## config.mk

```make
export PLATFORM = sky130hd
export DESIGN_NAME = tlp_eth_arbiter_flat
export DESIGN_NICKNAME = d
export VERILOG_FILES = /design/src/rtl/tlp_eth_arbiter_if.sv /design/src/rtl/tlp_eth_arbiter.sv /design/src/flat_wrapper.sv
export SDC_FILE = /design/constraint.sdc
export NUM_CORES = 1
export LEC_CHECK = 0
export CORE_AREA = 2 2 209 211
export DETAILED_ROUTE_END_ITERATION = 10
export DIE_AREA = 0 0 211 213
export DONT_BUFFER_PORTS = 1
export GPL_ROUTABILITY_DRIVEN = 0
export GPL_TIMING_DRIVEN = 0
export PLACE_DENSITY = 0.41
export SLEW_MARGIN = 5
export SYNTH_ARGS = -nofsm -noshare
export SYNTH_HDL_FRONTEND = slang
export SYNTH_SLANG_ARGS = --single-unit
```

## constraint.sdc

```tcl
create_clock -name user_clk -period 6 [get_ports user_clk]
set_input_delay 0.6 -clock user_clk [delete_from_list [all_inputs] [get_ports user_clk]]
set_output_delay 0.6 -clock user_clk [all_outputs]
set_load 0.02 [all_outputs]
```

## src/rtl/tlp_eth_arbiter_if.sv

```systemverilog
// ---------------------------------------------------------------------------
// tlp_eth_arbiter_if
// AXI4-Stream bundle used for both the TLP sources and the merged Ethernet TX
// stream of tlp_eth_arbiter.
//
// Signals
//   tdata  [DATA_WIDTH-1:0]  beat payload
//   tkeep  [KEEP_WIDTH-1:0]  one bit per dword of tdata
//   tuser  [USER_WIDTH-1:0]  sideband, carried through untouched
//   tlast                    last beat of a packet
//   tvalid                   source has a beat
//   tready                   sink takes the beat
//
// Modports
//   master : drives the stream (tdata..tvalid out, tready in)
//   slave  : receives the stream (tdata..tvalid in, tready out)
// ---------------------------------------------------------------------------
interface tlp_eth_arbiter_if #(
  parameter int DATA_WIDTH = 64,
  parameter int KEEP_WIDTH = DATA_WIDTH / 32,
  parameter int USER_WIDTH = 85
);

  logic [DATA_WIDTH-1:0] tdata;
  logic [KEEP_WIDTH-1:0] tkeep;
  logic [USER_WIDTH-1:0] tuser;
  logic                  tlast;
  logic                  tvalid;
  logic                  tready;

  modport master (
    output tdata,
    output tkeep,
    output tuser,
    output tlast,
    output tvalid,
    input  tready
  );

  modport slave (
    input  tdata,
    input  tkeep,
    input  tuser,
    input  tlast,
    input  tvalid,
    output tready
  );

endinterface : tlp_eth_arbiter_if

```

## src/rtl/tlp_eth_arbiter.sv

```systemverilog
// ---------------------------------------------------------------------------
// tlp_eth_arbiter
// Packet-granular round-robin arbiter that merges two AXI4-Stream TLP sources
// (port 0: PCIe completer requests, port 1: local status / loopback) onto the
// single Ethernet TX stream. A grant is held for a whole packet. Packets longer
// than MAX_BEATS are cut: the MAX_BEATS-th beat goes out with tlast forced and
// the rest of the input packet is swallowed. Per-port packet counters and a
// shared truncation counter are kept.
//
// Parameters
//   C_DATA_WIDTH  tdata width of every stream
//   KEEP_WIDTH    tkeep width (one bit per dword)
//   USER_WIDTH    tuser width, passed through unmodified
//   MAX_BEATS     maximum beats per output packet (>= 2)
//
// Ports
//   user_clk    in   clock, everything on the rising edge
//   user_reset  in   synchronous active-high reset
//   s0_axis     slave   port-0 input stream
//   s1_axis     slave   port-1 input stream
//   m_axis      master  merged output stream (one register slice)
//   pkt_cnt0    out  packets forwarded from port 0 (wraps)
//   pkt_cnt1    out  packets forwarded from port 1 (wraps)
//   trunc_cnt   out  packets truncated on either port (saturates)
//   busy        out  high whenever a packet is being passed or drained
// ---------------------------------------------------------------------------
module tlp_eth_arbiter #(
  parameter int C_DATA_WIDTH = 64,
  parameter int KEEP_WIDTH   = C_DATA_WIDTH / 32,
  parameter int USER_WIDTH   = 85,
  parameter int MAX_BEATS    = 64
) (
  input  logic        user_clk,
  input  logic        user_reset,
  tlp_eth_arbiter_if.slave  s0_axis,
  tlp_eth_arbiter_if.slave  s1_axis,
  tlp_eth_arbiter_if.master m_axis,
  output logic [31:0] pkt_cnt0,
  output logic [31:0] pkt_cnt1,
  output logic [15:0] trunc_cnt,
  output logic        busy
);

  localparam int CNT_W = $clog2(MAX_BEATS);

  typedef enum logic [1:0] {
    IDLE,   // waiting for any source, arbitration happens here
    PASS,   // forwarding the granted packet to m_axis
    DRAIN   // discarding the tail of a truncated packet
  } state_t;

  state_t             state;
  state_t             state_d;
  logic               grant;       // port currently owning the output
  logic               last_grant;  // port that finished the previous packet
  logic [CNT_W-1:0]   beat_cnt;    // beats accepted in the current packet

  // Muxed view of the granted input port.
  logic [C_DATA_WIDTH-1:0] in_tdata;
  logic [KEEP_WIDTH-1:0]   in_tkeep;
  logic [USER_WIDTH-1:0]   in_tuser;
  logic                    in_tlast;
  logic                    in_tvalid;
  logic                    in_ready;

  logic adv;        // output slice can take a new beat this cycle
  logic accept;     // granted port hands over a beat this cycle
  logic pass_beat;  // accepted beat goes to the output slice
  logic at_limit;   // current beat is the MAX_BEATS-th of the packet
  logic any_valid;
  logic pick;       // round-robin winner, meaningful only in IDLE

  // -------------------------------------------------------------------------
  // Next-state and handshake logic
  // -------------------------------------------------------------------------
  always_comb begin
    // NOTE: every signal gets a value before any branch so no latch can form.
    state_d   = state;
    in_ready  = 1'b0;

    in_tdata  = grant ? s1_axis.tdata  : s0_axis.tdata;
    in_tkeep  = grant ? s1_axis.tkeep  : s0_axis.tkeep;
    in_tuser  = grant ? s1_axis.tuser  : s0_axis.tuser;
    in_tlast  = grant ? s1_axis.tlast  : s0_axis.tlast;
    in_tvalid = grant ? s1_axis.tvalid : s0_axis.tvalid;

    adv       = !m_axis.tvalid || m_axis.tready;
    at_limit  = (beat_cnt == CNT_W'(MAX_BEATS - 1));
    any_valid = s0_axis.tvalid || s1_axis.tvalid;

    // On a tie the port that did not finish the previous packet wins;
    // otherwise whichever port is valid (port 1 iff only port 1 is valid).
    pick = (s0_axis.tvalid && s1_axis.tvalid) ? ~last_grant : s1_axis.tvalid;

    // The drain path does not touch the output slice, so it never stalls.
    case (state)
      PASS:    in_ready = adv;
      DRAIN:   in_ready = 1'b1;
      default: in_ready = 1'b0;
    endcase

    accept    = in_tvalid && in_ready;
    pass_beat = (state == PASS) && accept;

    case (state)
      IDLE: begin
        if (any_valid) state_d = PASS;
      end
      PASS: begin
        if (accept) begin
          if (in_tlast)      state_d = IDLE;
          else if (at_limit) state_d = DRAIN;
        end
      end
      DRAIN: begin
        if (accept && in_tlast) state_d = IDLE;
      end
      default: state_d = IDLE;
    endcase
  end

  assign s0_axis.tready = in_ready && !grant;
  assign s1_axis.tready = in_ready &&  grant;
  assign busy           = (state != IDLE);

  // -------------------------------------------------------------------------
  // State register
  // -------------------------------------------------------------------------
  always_ff @(posedge user_clk) begin
    // NOTE: sequential state uses non-blocking assignments so every register
    // samples pre-edge values regardless of statement order.
    if (user_reset) state <= IDLE;
    else            state <= state_d;
  end

  // -------------------------------------------------------------------------
  // Grant, beat counter, output slice and statistics
  // -------------------------------------------------------------------------
  always_ff @(posedge user_clk) begin
    if (user_reset) begin
      // NOTE: the output payload registers are reset too, so the stream comes
      // out of reset with all-zero data rather than stale contents.
      grant         <= 1'b0;
      last_grant    <= 1'b1;
      beat_cnt      <= '0;
      m_axis.tvalid <= 1'b0;
      m_axis.tlast  <= 1'b0;
      m_axis.tdata  <= '0;
      m_axis.tkeep  <= '0;
      m_axis.tuser  <= '0;
      pkt_cnt0      <= '0;
      pkt_cnt1      <= '0;
      trunc_cnt     <= '0;
    end else begin
      if (state == IDLE && any_valid) begin
        grant    <= pick;
        beat_cnt <= '0;
      end

      // Payload only loads on a real beat, so it holds while stalled and
      // after tvalid drops.
      if (adv) begin
        m_axis.tvalid <= pass_beat;
        if (pass_beat) begin
          m_axis.tdata <= in_tdata;
          m_axis.tkeep <= in_tkeep;
          m_axis.tuser <= in_tuser;
          m_axis.tlast <= in_tlast || at_limit;
        end
      end

      if (pass_beat) begin
        beat_cnt <= beat_cnt + 1'b1;

        // A packet is counted when its final output beat leaves, whether it
        // ended naturally or was cut at the limit.
        if (in_tlast || at_limit) begin
          if (grant) pkt_cnt1 <= pkt_cnt1 + 32'd1;
          else       pkt_cnt0 <= pkt_cnt0 + 32'd1;
        end

        // A tlast landing exactly on the limit beat is a full-length packet,
        // not a truncation.
        if (!in_tlast && at_limit && trunc_cnt != 16'hffff)
          trunc_cnt <= trunc_cnt + 16'd1;

        if (in_tlast) last_grant <= grant;
      end

      // A truncated packet only releases the port once its real tail is gone.
      if (state == DRAIN && accept && in_tlast) last_grant <= grant;
    end
  end

endmodule : tlp_eth_arbiter

```

## src/flat_wrapper.sv

```systemverilog
// flat-port wrapper written by rule: the top's interface ports become plain ports
module tlp_eth_arbiter_flat 
#(
  parameter int C_DATA_WIDTH = 64,
  parameter int KEEP_WIDTH   = C_DATA_WIDTH / 32,
  parameter int USER_WIDTH   = 85,
  parameter int MAX_BEATS    = 64
)
  (user_clk, user_reset, pkt_cnt0, pkt_cnt1, trunc_cnt, busy, s0_axis_tdata, s0_axis_tkeep, s0_axis_tuser, s0_axis_tlast, s0_axis_tvalid, s0_axis_tready, s1_axis_tdata, s1_axis_tkeep, s1_axis_tuser, s1_axis_tlast, s1_axis_tvalid, s1_axis_tready, m_axis_tdata, m_axis_tkeep, m_axis_tuser, m_axis_tlast, m_axis_tvalid, m_axis_tready);
  tlp_eth_arbiter_if #(.DATA_WIDTH((64)), .KEEP_WIDTH(KEEP_WIDTH), .USER_WIDTH(USER_WIDTH)) s0_axis_i ();
  tlp_eth_arbiter_if #(.DATA_WIDTH((64)), .KEEP_WIDTH(KEEP_WIDTH), .USER_WIDTH(USER_WIDTH)) s1_axis_i ();
  tlp_eth_arbiter_if #(.DATA_WIDTH((64)), .KEEP_WIDTH(KEEP_WIDTH), .USER_WIDTH(USER_WIDTH)) m_axis_i ();
  input  logic user_clk;
  input  logic user_reset;
  output logic [31:0] pkt_cnt0;
  output logic [31:0] pkt_cnt1;
  output logic [15:0] trunc_cnt;
  output logic busy;
  input wire logic [$bits(s0_axis_i.tdata)-1:0] s0_axis_tdata;
  input wire logic [$bits(s0_axis_i.tkeep)-1:0] s0_axis_tkeep;
  input wire logic [$bits(s0_axis_i.tuser)-1:0] s0_axis_tuser;
  input wire logic [$bits(s0_axis_i.tlast)-1:0] s0_axis_tlast;
  input wire logic [$bits(s0_axis_i.tvalid)-1:0] s0_axis_tvalid;
  output wire logic [$bits(s0_axis_i.tready)-1:0] s0_axis_tready;
  input wire logic [$bits(s1_axis_i.tdata)-1:0] s1_axis_tdata;
  input wire logic [$bits(s1_axis_i.tkeep)-1:0] s1_axis_tkeep;
  input wire logic [$bits(s1_axis_i.tuser)-1:0] s1_axis_tuser;
  input wire logic [$bits(s1_axis_i.tlast)-1:0] s1_axis_tlast;
  input wire logic [$bits(s1_axis_i.tvalid)-1:0] s1_axis_tvalid;
  output wire logic [$bits(s1_axis_i.tready)-1:0] s1_axis_tready;
  output wire logic [$bits(m_axis_i.tdata)-1:0] m_axis_tdata;
  output wire logic [$bits(m_axis_i.tkeep)-1:0] m_axis_tkeep;
  output wire logic [$bits(m_axis_i.tuser)-1:0] m_axis_tuser;
  output wire logic [$bits(m_axis_i.tlast)-1:0] m_axis_tlast;
  output wire logic [$bits(m_axis_i.tvalid)-1:0] m_axis_tvalid;
  input wire logic [$bits(m_axis_i.tready)-1:0] m_axis_tready;
  assign s0_axis_i.tdata = s0_axis_tdata;
  assign s0_axis_i.tkeep = s0_axis_tkeep;
  assign s0_axis_i.tuser = s0_axis_tuser;
  assign s0_axis_i.tlast = s0_axis_tlast;
  assign s0_axis_i.tvalid = s0_axis_tvalid;
  assign s0_axis_tready = s0_axis_i.tready;
  assign s1_axis_i.tdata = s1_axis_tdata;
  assign s1_axis_i.tkeep = s1_axis_tkeep;
  assign s1_axis_i.tuser = s1_axis_tuser;
  assign s1_axis_i.tlast = s1_axis_tlast;
  assign s1_axis_i.tvalid = s1_axis_tvalid;
  assign s1_axis_tready = s1_axis_i.tready;
  assign m_axis_tdata = m_axis_i.tdata;
  assign m_axis_tkeep = m_axis_i.tkeep;
  assign m_axis_tuser = m_axis_i.tuser;
  assign m_axis_tlast = m_axis_i.tlast;
  assign m_axis_tvalid = m_axis_i.tvalid;
  assign m_axis_i.tready = m_axis_tready;
  tlp_eth_arbiter #(.C_DATA_WIDTH(C_DATA_WIDTH), .KEEP_WIDTH(KEEP_WIDTH), .USER_WIDTH(USER_WIDTH), .MAX_BEATS(MAX_BEATS)) u_core (.user_clk(user_clk), .user_reset(user_reset), .s0_axis(s0_axis_i), .s1_axis(s1_axis_i), .m_axis(m_axis_i), .pkt_cnt0(pkt_cnt0), .pkt_cnt1(pkt_cnt1), .trunc_cnt(trunc_cnt), .busy(busy));
endmodule
```

==> results of run 1 <==
[sequential cells by signal, indices dropped and copies added (netlist names), 2 cells and up]
| register | cells |
|---|---|
| u_core.beat_cnt | 6 |
| u_core.pkt_cnt1 | 32 |
| u_core.trunc_cnt | 16 |
| u_core.m_axis.tdata | 64 |
| u_core.m_axis.tuser | 85 |
| u_core.state | 2 |
| u_core.pkt_cnt0 | 32 |
| u_core.m_axis.tkeep | 2 |
[layer usage]
| metal | vias to the layer above | routed length [µm] | global-route usage [%] |
|---|---|---|---|
| met5 | - | 80 | 0 |
| met4 | 12 | 1180 | 7.82 |
| met3 | 69 | 5500 | 9.19 |
| met2 | 339 | 22600 | 32.5 |
| met1 | 4686 | 18600 | 24.3 |
| li1 | 4570 | - | - |
[area by class of cell]
class                   instances  area [µm²]
multi-input cells             873        5690
clock buffers                  43         838
diodes                         14        35.0
flip-flops and latches        243        4860
well taps                     546         683
inverters                      21        78.8
clock inverters                 7        37.5
plain buffers                  88         339
fillers                      4621       30100
[power breakdown]
part / total, W / switching [W] / internal, W / leakage [nW]
Combinational: 0.000824 / 0.000519 / 0.000305 / 1.30
Sequential: 0.00217 / 0.000378 / 0.00179 / 1.97
Clock: 0.00165 / 0.000695 / 0.000954 / 0.434
Total: 0.00464 / 0.00159 / 0.00305 / 3.70
[Yosys cell counts (all sizes together) (20+ instances only)]
cell type | number | share of area [%]
nand4 | 35 | 2.0
nand3 | 26 | 1.2
or3 | 41 | 2.3
a211oi | 153 | 10
xor2 | 20 | 1.6
o21ai | 42 | 1.9
mux2i | 153 | 14
clkbuf | 81 | 2.8
inv | 21 | 0.72
a21oi | 55 | 2.5
nand2 | 34 | 1.2
nor2 | 204 | 7.0
dfxtp | 243 | 44
[cell families (layout without fill, tap and decap cells)]
logic type / after synthesis / after routing / share of synthesized area [%]
muxes: 155 / 155 / 14.2
other: 0 / 14 / 0
AOI/OAI and AO/OA: 273 / 273 / 16.5
and+or+nand+nor: 406 / 406 / 17.8
buffers and inverters: 109 / 159 / 3.81
xor gates and xnor gates: 32 / 32 / 2.55
adders and majority gates: 7 / 7 / 0.798
DFF: 243 / 243 / 44.3
[stage by stage]
| step | hold WS, ps | util (%) | total power [W] | cells | area [µm²] |
|---|---|---|---|---|---|
| after floorplan | 445 | - | 0.00274 | 1225 | 11000 |
| after global placement | 466 | 27.3 | 0.00302 | 1771 | 11700 |
| after detailed placement | 471 | 27.3 | 0.00303 | 1771 | 11700 |
| after CTS | 206 | 29.4 | 0.00470 | 1821 | 12500 |
| after global routing | 227 | 29.4 | 0.00487 | 1832 | 12600 |
| final | 225 | 29.4 | 0.00464 | 1835 | 12600 |
[final timing paths]
check | depth (start not counted) | to
worst min register to register | 2 | u_core.last_grant
worst max-delay path | 4 | s1_axis_tready
worst max register to register | 9 | u_core.m_axis.tuser[38]
worst min-delay path | 2 | u_core.grant
==> metrics.md, run 1 <==
| Metric | Value |
|---|---|
| Status | completed |
| PwrDens | ~370 mW/mm² |
| Clk buf depth | 3 |
| Num CTS Buffers | 29 |
| Worst Slack Setup Final | roughly 2700 ps |
| Drt pass-1 iters | 5 |
| Number of flops mapped to enable cells by yosys | 0 |
| Synth unique cells | 45 |
| CP delay by family, top | buffers and inverters |
| HP Class | in2reg |
| Core box area | 0.0427 mm² |
| Max-Cap Viols | 0 |
| Cts hold-fix bufs | 0 |
| Mapped Cells | around 1,200 |
| Fin crit share | a little under three fifths |
| Primary FF master, synth | dfxtp_1 |
| Commonest non-fill, non-tap cells in the layout | 243 x dfxtp_1, 204 x nor2_1, 153 x mux2i_1, 153 x a211oi_1, 89 x clkbuf_1 |
| Fin nets | ~1,600 |
| Drt initial violations | between 400 and 500 |
| Routed len/inst | approximately 26 µm |
| Final WL | ~48,000 µm |
| Static leakage | 3.70 nW |
| Initial Utilization | about a quarter |
| Crit-path cells | buf_6, clkbuf_1, buf_1, and3b_1 |
| Clk_skew | approximately 29 ps |
| Yosys reg bits | ~240 |
| Async set-reset flop share out of synthesis | 0% |
| Share of cells above drive strength 1 | about 4.1% |
| First-pass GRT wire length | approximately 68,000 µm |
| Most common cell after layout, fill and taps aside | dfxtp_1 |
| Seq/Total Area, Yosys | around 44% |
| Ys Warns | 0 |
| Crit path launch type | register |
| Via total after detailed routing | just under 10,000 |
| I/O Buffers | 0 |
| IR Drop Worst-Case VDD | ~190 µV |
| Area growth syn-to-layout | 14.5% |
| Site row count | 76 |
| Post-cts sizing count | 0 |
| Vias per inst | 5.27 |
| Vias in the first global route | 9,512 |
| Final Hold Vio Count | 0 |
| Total GRT Usage | just over 20% |
| Pre-CTS setup slack | 2690 ps |
| RSZ-0062 raised after global routing | no |
| Critical Path RT | between 5000 and 6000 ps |
| CP Buf/Inv Count | 3 |
| I/O pins | between 500 and 600 |
| Crit path time final | about 3300 ps |
| Slew HR | ~29% |
| Critical Path Sink Type | output port |
| Slowest cell on the critical path | buf_1 |
| Final Max Tran Viols | 0 |
| Die area | around 0.045 mm² |
| Worst-margin pin slew | between 1000 and 1500 ps |
| Critical path startpoint | u_core.grant |
| Fmax | between 0.3 and 0.4 GHz |
| Mapped Area | 0.0110 mm² |
| Chip width | 211 µm |
| Reg-to-Reg Start | u_core.state[0] |
| Reg2Reg Setup Slack | between 2000 and 3000 ps |
| Syn Area/Cell | approximately 9 µm² |
| Worst Path Class, Setup | reg2out |
| Clock latency at the later pin of the worst-skew pair | 560 ps |
| Setup_tns | 0 ps |
| Initial antenna violation count | 21 |
| # setup viols final | 0 |
| Antenna viol nets, final | 0 |
| Critical Path AT | 2720 ps |
| Largest net degree at the start of global routing | 14 |
| DP HPWL | 38,600 µm |
| Root Driver | clkbuf_16 |
| CTS tree | done |
| H-tree levels | 1 |
| Max incr delay on CP | roughly 630 ps |
| Worst-path clk slew | 60 ps |
| Min-delay src | s1_axis_tvalid |
| Clk sinks | between 200 and 250 |
| Mapped Nets | around 1,500 |
| Setup repair bufs after CTS | 0 |
| Die Ht | roughly 210 µm |
| DRC Markers | 0 |
| GR Overflow Total | 0 |
| Crit-path max FO | 10 |
No activity file was read; power rests on OpenSTA's default activity.
==> run 2, diff against run 1 <==
==> constraint.sdc (replaced) <==
create_clock -name user_clk -period 3.5 [get_ports user_clk]
set_input_delay 0.35 -clock user_clk [delete_from_list [all_inputs] [get_ports user_clk]]
set_output_delay 0.35 -clock user_clk [all_outputs]
set_load 0.02 [all_outputs]
==> run 2 against run 1 <==
Effect of this change: largest power group unchanged; sequential share of layout area about the same; critical path type unchanged; global-route usage about the same; first-iteration DRC count is 7.0% higher; worst setup slack worse by 2200 ps; total power rose by 72%; largest cell class unchanged; sequential power up 71%; die area unchanged.
==> metrics.md, run 2 (same netlist as run 1, synthesis figures left out) <==
| Metric | Value |
|---|---|
| Status | completed |
| Drt pass-1 iters | 5 (unchanged) |
| Largest regs | u_core.m_axis.tuser x85, u_core.m_axis.tdata x64 |
| Reg with most FFs | u_core.m_axis.tuser |
| RSZ-0062 raised after global routing | no |
| Fmax | around 0.33 GHz |
| Fin crit share | ~88% |
| Critical path startpoint | u_core.grant |
| H-tree levels | 1 (unchanged) |
| Worst Setup EP | s1_axis_tready |
| Static leakage | 3.71 nW (+0.37%) |
| Initial antenna violation count | 21 (unchanged) |
| Root Driver | clkbuf_16 |
| Num CTS Buffers | 29 (unchanged) |
| Area of the multi-input gates | 0.00569 mm² (unchanged) |
| Worst Slack Setup Final | 432 ps (-2250 ps) |
| DP HPWL | 38,600 µm (unchanged) |
| First-pass GRT wire length | 67,700 µm (about the same) |
| Die area | 0.0449 mm² (unchanged) |
| Clk buf depth | 3 (unchanged) |
| Setup_tns | 0 ps (unchanged) |
| Crit path launch type | register |
| I/O pins | 545 (unchanged) |
| Crit-path max FO | 10 (unchanged) |
| Area growth syn-to-layout | 14.7% |
| Core box area | 0.0427 mm² (unchanged) |
| I/O Buffers | 0 (unchanged) |
| Max-Cap Viols | 0 (unchanged) |
| Pre-CTS setup slack | 186 ps (-2500 ps) |
| Max reg flops | 85 (unchanged) |
| PwrDens | 633 mW/mm² (+71%) |
| Routed len/inst | 26.2 µm (about the same) |
| Antenna viol nets, final | 0 (unchanged) |
| Clk_skew | 27.0 ps (-1.53 ps) |
| Via total after detailed routing | 9,709 (+0.34%) |
| DRC Markers | 0 (unchanged) |
| Vias in the first global route | 9,515 (+0.032%) |
| Initial Utilization | 25.7% (unchanged) |
| Clk sinks | 243 (unchanged) |
| Worst-path clk slew | 60 ps (about the same) |
| Worst Path Class, Setup | reg2out |
| Reg-to-Reg Start | u_core.state[0] |
| Vias per inst | 5.29 (+0.40%) |
| GR Overflow Total | 0 (unchanged) |
| FF+latch area | 0.00486 mm² (unchanged) |
| Most common cell after layout, fill and taps aside | dfxtp_1 |
| Critical Path Sink Type | output port |
| Largest net degree at the start of global routing | 14 (unchanged) |
| HP Class | in2reg |
| Critical Path RT | 3150 ps (-2250 ps) |
| Worst reg-to-reg path cell count | 7 (-2) |
| Power, Total | 0.00797 W (+72%) |
| Critical Path AT | 2720 ps (about the same) |
| CTS tree | done |
| Fillers | 4,621 (unchanged) |
| Drt initial violations | 506 (+7.0%) |
| Critical R2R Capture | u_core.pkt_cnt0[31] |
| # setup viols final | 0 (unchanged) |
| Final Max Tran Viols | 0 (unchanged) |
| Reg2Reg Setup Slack | 470 ps (-2330 ps) |
| Chip width | 211 µm (unchanged) |
| Commonest non-fill, non-tap cells in the layout | 243 x dfxtp_1, 204 x nor2_1, 153 x mux2i_1, 153 x a211oi_1, 87 x clkbuf_1 |
| Final Hold Vio Count | 0 (unchanged) |
| Slew HR | 28.4% (-0.18 points) |
| IR Drop Worst-Case VDD | 321 µV (+70%) |
| Hold slack | 24.6 ps (-201 ps) |
| Clock latency at the later pin of the worst-skew pair | 560 ps (about the same) |
| Crit path time final | ~3000 ps |
| Share of cells above drive strength 1 | 4.23% (+0.15 points) |
| Die Ht | 213 µm (unchanged) |
| Worst-margin pin slew | 1070 ps (+2.74 ps) |
| Fin nets | 1,574 (+0.13%) |
| Site row count | 76 (unchanged) |
| Final WL | 48,000 µm (about the same) |
| Total GRT Usage | 20.5% (+0.022 points) |
run 2: cell types whose count changed in the layout (fill, tap and decap cells not counted):
cell and change:
clkbuf_2 +2, clkbuf_1 -2, dlygate4sd3_1 +2, diode_2 -3
run 2: layout make-up:
type	count	share of cell area [%]
multi-input combinational	873	45.2
sequential	243	38.7
clock buffer	43	6.66
tap	546	5.43
buffer	88	2.71
inverter	21	0.626
clock inverter	7	0.298
antenna	11	0.219
timing repair buffer	2	0.159
run 2: per-layer routing:
layer | track usage, % | vias up | part of all wire [%]
met4 | 7.82 | 12 | 2.4
li1 | - | 4571 | -
met2 | 32.5 | 346 | 47
met5 | 0 | - | 0.17
met1 | 24.4 | 4713 | 39
met3 | 9.19 | 67 | 11
run 2: worst min path at each step:
stage                            startpoint                      end  slack, ps  depth (start not counted)
after global routing      s0_axis_tdata[61]  u_core.m_axis.tdata[61]         30                          2
after detailed placement  u_core.last_grant        u_core.last_grant        470                          2
final                      s0_axis_tdata[4]   u_core.m_axis.tdata[4]         20                          2
after global placement    u_core.last_grant        u_core.last_grant        470                          2
after floorplan           u_core.last_grant        u_core.last_grant        450                          2
after CTS                 s0_axis_tdata[30]  u_core.m_axis.tdata[30]          2                          2
run 2: what timing repair did:
action,CTS,global route
setup endpoints to repair,0,13
buffers inserted,0,0
endpoints found under the hold margin,1,0
hold buffers,2,0
resized for setup,0,4
run 2: critical path: stages, from the launching register on:
cell	delay, ps
dfxtp_1	320
buf_6	150
clkbuf_1	610
buf_1	630
and3b_1	440
run 2: per-stage QoR:
stage | cell area (µm²) | instances | util, %
after floorplan | 11000 | 1225 | -
after global placement | 11700 | 1771 | 27.3
after detailed placement | 11700 | 1771 | 27.3
after CTS | 12600 | 1823 | 29.4
after global routing | 12600 | 1834 | 29.5
final | 12600 | 1834 | 29.5
run 2: report_power, final:
part           switching, W  internal (W)
Combinational      0.000888      0.000528
Sequential         0.000648       0.00307
Clock               0.00119       0.00164
